## src/rtl/mem_arbiter_pkg.sv

```systemverilog
// Shared definitions for the two-port data-memory arbiter: default widths,
// FSM state encoding and port identifiers.
package mem_arbiter_pkg;

  localparam int unsigned ADDR_W_DEF = 10;
  localparam int unsigned DATA_W_DEF = 32;

  typedef enum logic {
    IDLE  = 1'b0,
    ISSUE = 1'b1
  } state_e;

  localparam logic PORT_CORE = 1'b0;
  localparam logic PORT_AUX  = 1'b1;

endpackage

```

## src/rtl/mem_arbiter_rr_arbiter2.sv

```systemverilog
// Two-way round-robin grant: a lone requester always wins, a conflict is
// resolved in favour of the port named by the pointer.
module rr_arbiter2
  import mem_arbiter_pkg::*;
(
  input  logic [1:0] req,
  input  logic       pointer,
  output logic [1:0] grant
);

  always_comb begin
    grant = '0;
    if (req == 2'b11) begin
      grant = (pointer == PORT_CORE) ? 2'b01 : 2'b10;
    end else begin
      grant = req;
    end
  end

endmodule

```

## src/rtl/mem_arbiter.sv

```systemverilog
// Zero-wait, one-access-per-cycle arbiter between the core and loader/debug
// ports onto a single synchronous data memory with 1-cycle completion.
module mem_arbiter
  import mem_arbiter_pkg::*;
#(
  parameter int unsigned ADDR_W = ADDR_W_DEF,
  parameter int unsigned DATA_W = DATA_W_DEF
) (
  input  logic              clk,
  input  logic              reset,
  input  logic              req0,
  input  logic              req1,
  input  logic              we0,
  input  logic              we1,
  input  logic [ADDR_W-1:0] addr0,
  input  logic [ADDR_W-1:0] addr1,
  input  logic [DATA_W-1:0] wdata0,
  input  logic [DATA_W-1:0] wdata1,
  output logic              gnt0,
  output logic              gnt1,
  output logic              rvalid0,
  output logic              rvalid1,
  output logic [DATA_W-1:0] rdata,
  output logic              mem_en,
  output logic              mem_we,
  output logic [ADDR_W-1:0] mem_addr,
  output logic [DATA_W-1:0] mem_wdata,
  input  logic [DATA_W-1:0] mem_rdata,
  output logic              busy
);

  logic [1:0]        grant_raw;
  logic [1:0]        grant;
  logic              ptr_q, ptr_d;
  state_e            state_q, state_d;
  logic              port_q, port_d;
  logic              rd_q, rd_d;
  logic [ADDR_W-1:0] addr_q, addr_d;
  logic [DATA_W-1:0] wdata_q, wdata_d;
  logic [DATA_W-1:0] rdata_q, rdata_d;

  rr_arbiter2 u_rr (
    .req     ({req1, req0}),
    .pointer (ptr_q),
    .grant   (grant_raw)
  );

  // Grants are combinational, so they must be gated to stay low during reset.
  assign grant = grant_raw & {2{reset}};

  always_comb begin
    ptr_d     = ptr_q;
    state_d   = state_q;
    port_d    = port_q;
    rd_d      = rd_q;
    addr_d    = addr_q;
    wdata_d   = wdata_q;
    gnt0      = grant[0];
    gnt1      = grant[1];
    mem_en    = |grant;
    mem_we    = 1'b0;
    mem_addr  = addr_q;
    mem_wdata = wdata_q;

    case (state_q)
      IDLE:  if (|grant)  state_d = ISSUE;
      ISSUE: if (~|grant) state_d = IDLE;
    endcase

    if (grant[0]) begin
      mem_we    = we0;
      mem_addr  = addr0;
      mem_wdata = wdata0;
      ptr_d     = PORT_AUX;
      port_d    = PORT_CORE;
    end else if (grant[1]) begin
      mem_we    = we1;
      mem_addr  = addr1;
      mem_wdata = wdata1;
      ptr_d     = PORT_CORE;
      port_d    = PORT_AUX;
    end

    if (|grant) begin
      addr_d  = mem_addr;
      wdata_d = mem_wdata;
      rd_d    = ~mem_we;
    end

    rvalid0 = (state_q == ISSUE) && (port_q == PORT_CORE);
    rvalid1 = (state_q == ISSUE) && (port_q == PORT_AUX);
    busy    = (state_q == ISSUE);
    // Read data passes straight through in the completion cycle, then holds.
    rdata   = ((state_q == ISSUE) && rd_q) ? mem_rdata : rdata_q;
    rdata_d = rdata;
  end

  always_ff @(posedge clk or negedge reset) begin
    if (!reset) begin
      ptr_q   <= PORT_CORE;
      state_q <= IDLE;
      port_q  <= PORT_CORE;
      rd_q    <= 1'b0;
      addr_q  <= '0;
      wdata_q <= '0;
      rdata_q <= '0;
    end else begin
      ptr_q   <= ptr_d;
      state_q <= state_d;
      port_q  <= port_d;
      rd_q    <= rd_d;
      addr_q  <= addr_d;
      wdata_q <= wdata_d;
      rdata_q <= rdata_d;
    end
  end

endmodule

```

## config.mk

```make
export PLATFORM = sky130hd
export DESIGN_NAME = mem_arbiter
export DESIGN_NICKNAME = d
export VERILOG_FILES = /design/src/rtl/mem_arbiter_pkg.sv /design/src/rtl/mem_arbiter_rr_arbiter2.sv /design/src/rtl/mem_arbiter.sv
export SDC_FILE = /design/constraint.sdc
export NUM_CORES = 1
export LEC_CHECK = 0
export CELL_PAD_IN_SITES_DETAIL_PLACEMENT = 0
export CELL_PAD_IN_SITES_GLOBAL_PLACEMENT = 1
export CORE_AREA = 2 2 115 117
export CTS_CLUSTER_SIZE = 24
export DETAILED_ROUTE_END_ITERATION = 16
export DIE_AREA = 0 0 117 119
export MAX_ROUTING_LAYER = met4
export PLACE_DENSITY = 0.88
export REMOVE_ABC_BUFFERS = 1
export SLEW_MARGIN = 25
export SYNTH_ARGS = -nofsm -noshare
export SYNTH_HDL_FRONTEND = slang
export SYNTH_HIERARCHICAL = 1
export SYNTH_SLANG_ARGS = --single-unit
```

## constraint.sdc

```tcl
create_clock -name clk -period 3.1 [get_ports clk]
set_input_delay 0.62 -clock clk [delete_from_list [all_inputs] [get_ports clk]]
set_output_delay 0.62 -clock clk [all_outputs]
set_load 0.005 [all_outputs]
```

== Yosys cells after proc, flatten, opt, wreduce, memory -nomap -nowiden ==
Index checks and enable logic that the tools add are counted.

* Equality and inequality tests: 1
* Muxes and demuxes: 14
* Bitwise logic cells: 3
* Reductions and logical operators: 5

{| class="wikitable"
|+ Operators with widths
! kind !! count
|-
| two-way mux 32 bit || 3
|-
| two-way mux 10 bit || 2
|-
| two-way mux 1 bit || 7
|-
| two-way mux 2 bit || 2
|-
| logical AND 1 bit || 3
|-
| AND 2 bit || 1
|-
| == test 2 bit (second input constant) || 1
|-
| NOT 1 bit || 2
|-
| nonzero test 2 bit || 1
|-
| OR reduction 2 bit || 1
|}

* Bits in registers: 78
* Input port bits: 122
* Output and inout bits: 81
* Logic and storage cells: 30

== Depth between registers and ports, before layout ==
Gate-level depths: netlist of the first run.

* Depth after elaboration: 6
* Depth in mapped cells: 7
* Mapped depth without buffers: 4

== Cells and area by module ==
Netlist of the first run, hierarchy kept.

{| class="wikitable"
|+ By module, submodules not included
! module !! instances !! cells an instance !! area each (µm²) !! seq. area each (µm²)
|-
| mem_arbiter || 1 || 327 || 4235.3 || 1951.9
|-
| rr_arbiter2 || 1 || 3 || 18.8 || 0.0
|}

== Worst setup path after synthesis of the first run ==
OpenSTA, ideal clock, no wires.

* Path type: input -> output
* Start: input port req0
* End: output port mem_wdata[10]
* Arrival time: 1673 ps
* Data required time: 2480 ps
* Slack: 807 ps
* Stages: 5
* Buffers on the path: 2
* Path through: a21boi_1 > buf_2 > clkbuf_1 > nand3b_1 > o211a_1

* Cells in the longest elaborated chain, start to end: 5

{| class="wikitable"
|+ RTL lines
! item !! RTL line !! RTL
|-
| start: declaration || mem_arbiter.sv:11 || <nowiki>input logic req0,</nowiki>
|-
| == test 2 bit || mem_arbiter_rr_arbiter2.sv:13 || <nowiki>if (req == 2'b11) begin</nowiki>
|-
| two-way mux 2 bit (*) || mem_arbiter_rr_arbiter2.sv:13 ||
|-
| AND 2 bit (*) || mem_arbiter.sv:49 || <nowiki>assign grant = grant_raw & {2{reset}};</nowiki>
|-
| two-way mux 32 bit || mem_arbiter.sv:76 || <nowiki>end else if (grant[1]) begin</nowiki>
|-
| two-way mux 32 bit (*) || mem_arbiter.sv:70 || <nowiki>if (grant[0]) begin</nowiki>
|-
| end: declaration || mem_arbiter.sv:27 || <nowiki>output logic [DATA_W-1:0] mem_wdata,</nowiki>
|}

Every way passes the cells marked *; elsewhere a longest branch is shown, timed or not.

== Worst setup path in the final report of the first run ==
* Start: input port req1
* End: register wdata_q[23]

* Elaborated cells between the ends (all ways): 6
* Classes of those cells: eq/ne: 1; mux: 3; bitwise: 1; reduce/logical: 1

{| class="wikitable"
|+ RTL lines
! item !! RTL line !! RTL
|-
| start: declaration || mem_arbiter.sv:12 || <nowiki>input logic req1,</nowiki>
|-
| == test 2 bit (*) || mem_arbiter_rr_arbiter2.sv:13 ||
|-
| two-way mux 2 bit (*) || mem_arbiter_rr_arbiter2.sv:13 ||
|-
| via grant_raw[0] || mem_arbiter.sv:32 || <nowiki>logic [1:0] grant_raw;</nowiki>
|-
| AND 2 bit (*) || mem_arbiter.sv:49 ||
|-
| two-way mux 32 bit / OR reduction 2 bit (equally long branches) || mem_arbiter.sv:70, mem_arbiter.sv:84 ||
|-
| end signal: assignment || mem_arbiter.sv:113 || <nowiki>wdata_q <= wdata_d;</nowiki>
|-
| end: declaration || mem_arbiter.sv:39 || <nowiki>logic [DATA_W-1:0] wdata_q, wdata_d;</nowiki>
|}

Mark *: on every way through the listed nets, which the timed path passes. The rest lies on a longest branch.
A chain may end at the register's enable or synchronous reset.

==> results by group, run 1 <==
Clock tree
  • H-tree levels: 3
  • Root buffer cell: clkbuf_16
  • Cts hold-fix bufs: 0
  • CTS tree: yes
  • Deepest clock path buffer count: 2
  • Skew-Pair Late Insertion Delay: 0.33 ns
  • Clock sinks: 78
  • Register clock-pin slew on the reported worst setup and hold paths: about 0.070 ns
  • Clock buffer count from CTS: 9

Global routing
  • M1 GR Usage: 0.246
  • Met2 Use GR: 0.310
  • Largest net degree at the start of global routing: between 60 and 70
  • GRT Total Usage: 0.196
  • Grt ovf: 0
  • Antenna violations before repair: 0
  • First-pass GRT wire length: 20.8 mm
  • Number of global-route vias before repair: ~4200
  • Grt met3 use: 0.0529
  • GRT Max-Usage Layer: met2

Final layout
  • Register area: 1950 um2
  • Synth-to-layout area growth: 76.2%
  • Layout cells sized above 1: 0.182
  • Design area: ~7500 um2
  • Multi-input gate area: 2130 um2
  • Fin util: 0.582
  • N_diodes: 0
  • Nets: 715
  • Fillers: ~1100

Timing
  • Final Hold Viols: 0
  • Max_slew headroom: 0.725
  • FMAX: 0.352 GHz
  • Period minus WS final: 2.84 ns
  • Final setup violating endpoints: 0
  • Setup TNS: 0 ns
  • Final worst path period share: 0.916
  • RSZ-0062 raised after global routing: false
  • Fin Clk Skew: 0.00895 ns
  • Worst-margin pin slew: approximately 0.41 ns
  • Hold slack final: 0.128 ns
  • Setup WS post-layout: 0.262 ns
  • Fin. max-slew vios: 0

Logic synthesis
  • Sequential share of the synthesized area: 0.459
  • Post-synthesis cell area: 4250 um2
  • Netlist cell types: 22
  • Synth Warn #: 6
  • Area fraction of the dominant cell type after synthesis: 0.459
  • Cell accounting for the most synthesized area: dfrtp_1
  • Ys flop type: dfrtp_1
  • Async set or reset register ratio after synthesis: 1.00
  • Top cells by area, synth: dfrtp_1 (46%), o211a_1 (20%), nand4bb_1 (11%)
  • Post-synth EDFFs: 0
  • Synthesized flop and latch total: just under 80
  • Post-Synthesis Cells: 330
  • Syn_area_per_cell: 12.9 um2

Route
  • Post-DR vias/cell: 5.16
  • DRT antenna net count: 0
  • DRT Pass-1 Iters: 5
  • DRC: 0
  • Wire length per cell: 17.6 um
  • Drt initial violations: just over 200
  • Via count: 3992
  • Detailed Route WL: 13.6 mm

Floorplanning
  • # rows: 42
  • Starting Density: 0.330
  • Core area: 12900 um2
  • Die area: between 10000 and 15000 um2
  • Die Span Y: 119 um
  • Die W: about 120 um
  • Io pins: 203

Placement
  • Gpl congestion: 0.749
  • Place WS: -0.152 ns
  • HPWL after DPL: 8.84 mm
  • Port Buffers: between 200 and 250
  • Post-DP Area: 6770 um2

Worst hold path
  • Hold Path Class: input pin to async pin

Setup path
  • CP dominant cell by count: buf_4
  • Worst R2R Setup Slack: ~0.44 ns
  • Worst Setup Start Kind: input pin
  • Element type at the critical path end: register
  • CP cell instances: dlygate4sd2_1 > a21boi_4 > buf_12 > buf_4 > buf_8 > nand4bb_4 > buf_4 > buf_4 > buf_4 > buf_4 > buf_4 > buf_4 > buf_4 > buf_4 > buf_4 > buf_4 > buf_4 > o211a_1
  • Critical path class: input pin to register
  • Critical Path Slowest Stage Cell: dlygate4sd2_1
  • CP arrival: between 3 and 4 ns
  • Crit path max fanout: 11
  • WP data required: about 3.3 ns
  • CP bufs+invs: 15
  • CP delay by family, top: buffers and inverters
  • CP max stage delay: 0.28 ns

Power
  • Leak: 3.29 nW
  • Pwr dens: 520 nW/um2
  • Maximum vdd drop: 0.000377 V

Job
  • Max-cap viol count: 0

Outcome
  • Status: finished clean
==> logic make-up (layout without fill, tap and decap cells) <==
kind of cell	Yosys count	after routing	synth area share
flops	78	78	0.459
simple gates	93	93	0.196
buf+inv	37	305	0.0518
compound gates	90	90	0.208
mux	32	32	0.0847
==> synth_stat cells (2+ instances only) <==
| cell | n |
|---|---|
| o211a_1 | 85 |
| dfrtp_1 | 78 |
| nand3b_1 | 42 |
| nand4bb_1 | 41 |
| mux2_1 | 30 |
| buf_2 | 14 |
| clkbuf_1 | 10 |
| buf_6 | 6 |
| buf_4 | 5 |
| nand2_1 | 3 |
| a21boi_1 | 2 |
| and2_1 | 2 |
| inv_1 | 2 |
| mux2_2 | 2 |
==> worst reg2reg max path, stage by stage (launching register included) <==
cell       delay [ns]
dfrtp_1          0.40
a21boi_4         0.08
buf_12           0.15
buf_4            0.14
buf_8            0.13
nand4bb_4        0.19
buf_4            0.15
buf_4            0.12
buf_4            0.13
buf_4            0.12
buf_4            0.12
buf_4            0.12
buf_4            0.12
buf_4            0.12
buf_4            0.12
buf_4            0.12
buf_4            0.12
o211a_1          0.11
==> layout by cell type (no fill, tap or decap), drive strengths merged <==
cell type,instances
clkdlybuf4s15,1
nand4bb,41
clkbuf,12
dfrtp,78
inv,5
nor2b,1
mux2,32
buf,82
nor2,1
nand2,3
or4bb,1
o211a,85
clkinv,2
clkdlybuf4s50,155
a21o,1
nand3,1
clkinvlp,1
dlymetal6s2s,4
a21boi,2
and2,2
a21oi,1
nand3b,42
nand4b,1
o21a,1
dlygate4sd2,40
bufbuf,3
==> path summary, 6_finish.rpt <==
path                                     to  cells after the start        start
worst max-delay path            wdata_q[23]                     18         req1
worst min-delay path            wdata_q[16]                      1        reset
worst max register to register  wdata_q[23]                     17        ptr_q
worst min register to register  rdata_q[13]                      1  rdata_q[13]
max in group asynchronous       rdata_q[13]                      2        reset
min in group clk                rdata_q[13]                      1  rdata_q[13]
==> area by class of cell <==
class | instances | share of cell area
inverter | 2 | 0.00100
multi-input combinational | 215 | 0.284
sequential | 78 | 0.260
tap | 176 | 0.0294
clock buffer | 10 | 0.0319
clock inverter | 6 | 0.00684
timing repair buffer | 287 | 0.387
==> through the flow <==
| stage | instances | total power, mW |
|---|---|---|
| CTS | 766 | 3.92 |
| finish | 774 | 3.90 |
| floorplan | 295 | 1.91 |
| global route | 774 | 4.11 |
| detailed placement | 721 | 2.85 |
| global placement | 721 | 2.81 |
==> state kept, by name, indices dropped and copies added (netlist names) <==
name	cells
rdata_q	32
ptr_q	1
addr_q	10
busy	1
wdata_q	32
port_q	1
rd_q	1
==> where the power goes <==
group / switching (mW) / internal, mW
Sequential: 0.108 / 1.28
Combinational: 0.518 / 0.962
Clock: 0.455 / 0.576
Total: 1.08 / 2.82
==> metal layers <==
layer  share of wire  routed length (um)
met5               0                   0
met4           0.011                 155
met3           0.075                1020
met2            0.48                6500
met1            0.44                5960
==> repair_timing <==
action,CTS,global route
endpoints found under the setup margin,44,4
pin swaps,13,2
cloned,4,1
buffers inserted,25,7
endpoints found under the hold margin,0,0
resized for setup,53,10
Power figures use the tool's default switching activity.
==> run 2, diff against run 1 <==
Settings changed: CORE_AREA 2 2 115 117 to 3 3 116 118, CTS_CLUSTER_SIZE 24 to 10, DIE_AREA 0 0 117 119 to 0 0 119 121.
==> results by group, run 2 (same netlist as run 1, synthesis figures left out) <==
Clock tree
  • H-tree levels: 3
  • Register clock-pin slew on the reported worst setup and hold paths: 0.06 ns
  • CTS tree: yes
  • Skew-Pair Late Insertion Delay: 0.33 ns
  • Clock sinks: 78
  • Clock buffer count from CTS: 9
  • Deepest clock path buffer count: 2
  • Root buffer cell: clkbuf_16

Power
  • Sw Ratio: 0.262
  • Maximum vdd drop: between 0.0004 and 0.0005 V
  • Leak: 3.24 nW
  • Comb power frac: 0.373
  • Final Total Pwr: 3.93 mW
  • Flop pwr share: 0.353
  • Int Pwr: ~2.9 mW
  • Psw: 1.03 mW
  • Clock network power share: 0.275
  • Pwr dens: 528 nW/um2

Final layout
  • Synth-to-layout area growth: 74.8%
  • Most frequent cells in the layout: clkdlybuf4s50_1 (168), o211a_1 (85), dfrtp_1 (78)
  • N_diodes: 0
  • Fillers: between 1000 and 1500
  • Largest registers: rdata_q (32), wdata_q (32), addr_q (10)
  • Design area: about 7400 um2
  • Most common cell after layout, fill and taps aside: clkdlybuf4s50_1
  • Register area: around 2000 um2
  • Fin util: 0.592
  • Layout Cells excl Fill: between 700 and 800
  • Multi-input gate area: 2110 um2
  • Nets: 715
  • Layout cells sized above 1: 0.176

Global routing
  • Largest net degree at the start of global routing: 57
  • Antenna violations before repair: 0
  • Grt ovf: 0
  • GRT Total Usage: 0.196
  • Number of global-route vias before repair: 4340
  • First-pass GRT wire length: 21.9 mm

Placement
  • Port Buffers: 202
  • Post-DP Area: 6940 um2
  • HPWL after DPL: 9.09 mm
  • Place WS: -0.109 ns
  • DP Cell Count: 745
  • Gpl congestion: roughly 0.73

Floorplanning
  • Io pins: 203
  • Die area: 14400 um2
  • Starting Density: 0.338
  • Core area: between 10000 and 15000 um2
  • # rows: 41
  • Die Span Y: 121 um
  • Die W: about 120 um

Setup path
  • Critical path class: input pin to output pin
  • CP arrival: around 2.5 ns
  • Crit path max fanout: 8
  • CP delay by family, top: buffers and inverters
  • Element type at the critical path end: output pin
  • CP dominant cell by count: clkdlybuf4s50_1
  • CP cell instances: clkdlybuf4s50_1 > a21boi_4 > buf_4 > buf_12 > buf_16 > nand3b_1 > o211a_1 > clkdlybuf4s50_1
  • Critical Path Slowest Stage Cell: clkdlybuf4s50_1
  • CP max stage delay: roughly 0.48 ns
  • WP data required: ~2.5 ns
  • CP bufs+invs: 5
  • Worst Setup Start Kind: input pin
  • Worst R2R Setup Slack: 1.37 ns

Job
  • Max-cap viol count: 0

Timing
  • FMAX: 0.324 GHz
  • Hold slack final: 0.144 ns
  • Period minus WS final: ~3 ns
  • Final Hold Viols: 0
  • Final setup violating endpoints: 0
  • RSZ-0062 raised after global routing: true
  • Setup TNS: 0 ns
  • Final worst path period share: 0.997
  • Fin Clk Skew: 0.00260 ns
  • Worst-margin pin slew: around 0.52 ns
  • Fin. max-slew vios: 0
  • Setup WS post-layout: 0.00979 ns
  • Max_slew headroom: 0.654

Route
  • DRT antenna net count: 0
  • DRC: 0
  • DRT Pass-1 Iters: 4
  • Via count: approximately 3900
  • Post-DR vias/cell: 5.09
  • Detailed Route WL: between 10 and 15 mm
  • Drt initial violations: around 190
  • Met3 Wirelength: 811 um
  • WL met1: 5.86 mm
  • Wire length per cell: 17.6 um
  • Top Metal Used: met4
  • Met2 wire length: 6.66 mm

Outcome
  • Status: finished clean

Worst hold path
  • Hold Path Class: input pin to async pin
run 2: cell types whose count changed in the layout (fill, tap and decap cells not counted), moves of 2 or more:
cell and change:
buf_12 -5, buf_4 +6, clkbuf_1 +2, clkdlybuf4s50_1 +13, clkinv_4 -2, dlygate4sd2_1 -9, dlymetal6s2s_1 -2, inv_6 -3
run 2: path summary, 6_finish.rpt:
path                             startpoint            to  cells past startpoint
worst max-delay path                   req0  mem_wdata[4]                      8
worst min-delay path                  reset     addr_q[7]                      1
worst max register to register        ptr_q   wdata_q[24]                      7
worst min register to register  rdata_q[14]   rdata_q[14]                      1
max in group asynchronous             reset   rdata_q[26]                      3
min in group clk                rdata_q[14]   rdata_q[14]                      1
run 2: final cells by class:
class	instances	area share
clock inverters	3	0.00572
clock buffers	13	0.0350
repair buffers	287	0.383
flip-flops and latches	78	0.263
well taps	172	0.0289
multi-input cells	215	0.284
inverters	2	0.00101
run 2: what timing repair did:
| action | in CTS | in global routing |
|---|---|---|
| endpoints found under the hold margin | 0 | 0 |
| pin swaps | 2 | 0 |
| setup endpoints to repair | 42 | 15 |
| resized for setup | 37 | 3 |
| hold buffers | 0 | 0 |
| gates cloned | 5 | 0 |
| buffers inserted | 3 | 1 |
run 2: power by group through the flow:
stage	Combinational (mW)	Sequential (mW)	Clock, mW
detailed placement	1.45	1.41	0
CTS	1.48	1.39	1.11
floorplan	0.546	1.37	0
global placement	1.43	1.39	0
global route	1.57	1.42	1.16
finish	1.46	1.39	1.08
run 2: layer usage:
layer	vias to the layer above	track usage
li1	1840	-
met1	1916	0.232
met3	17	0.0457
met2	150	0.329
met5	-	-
met4	0	0.0659
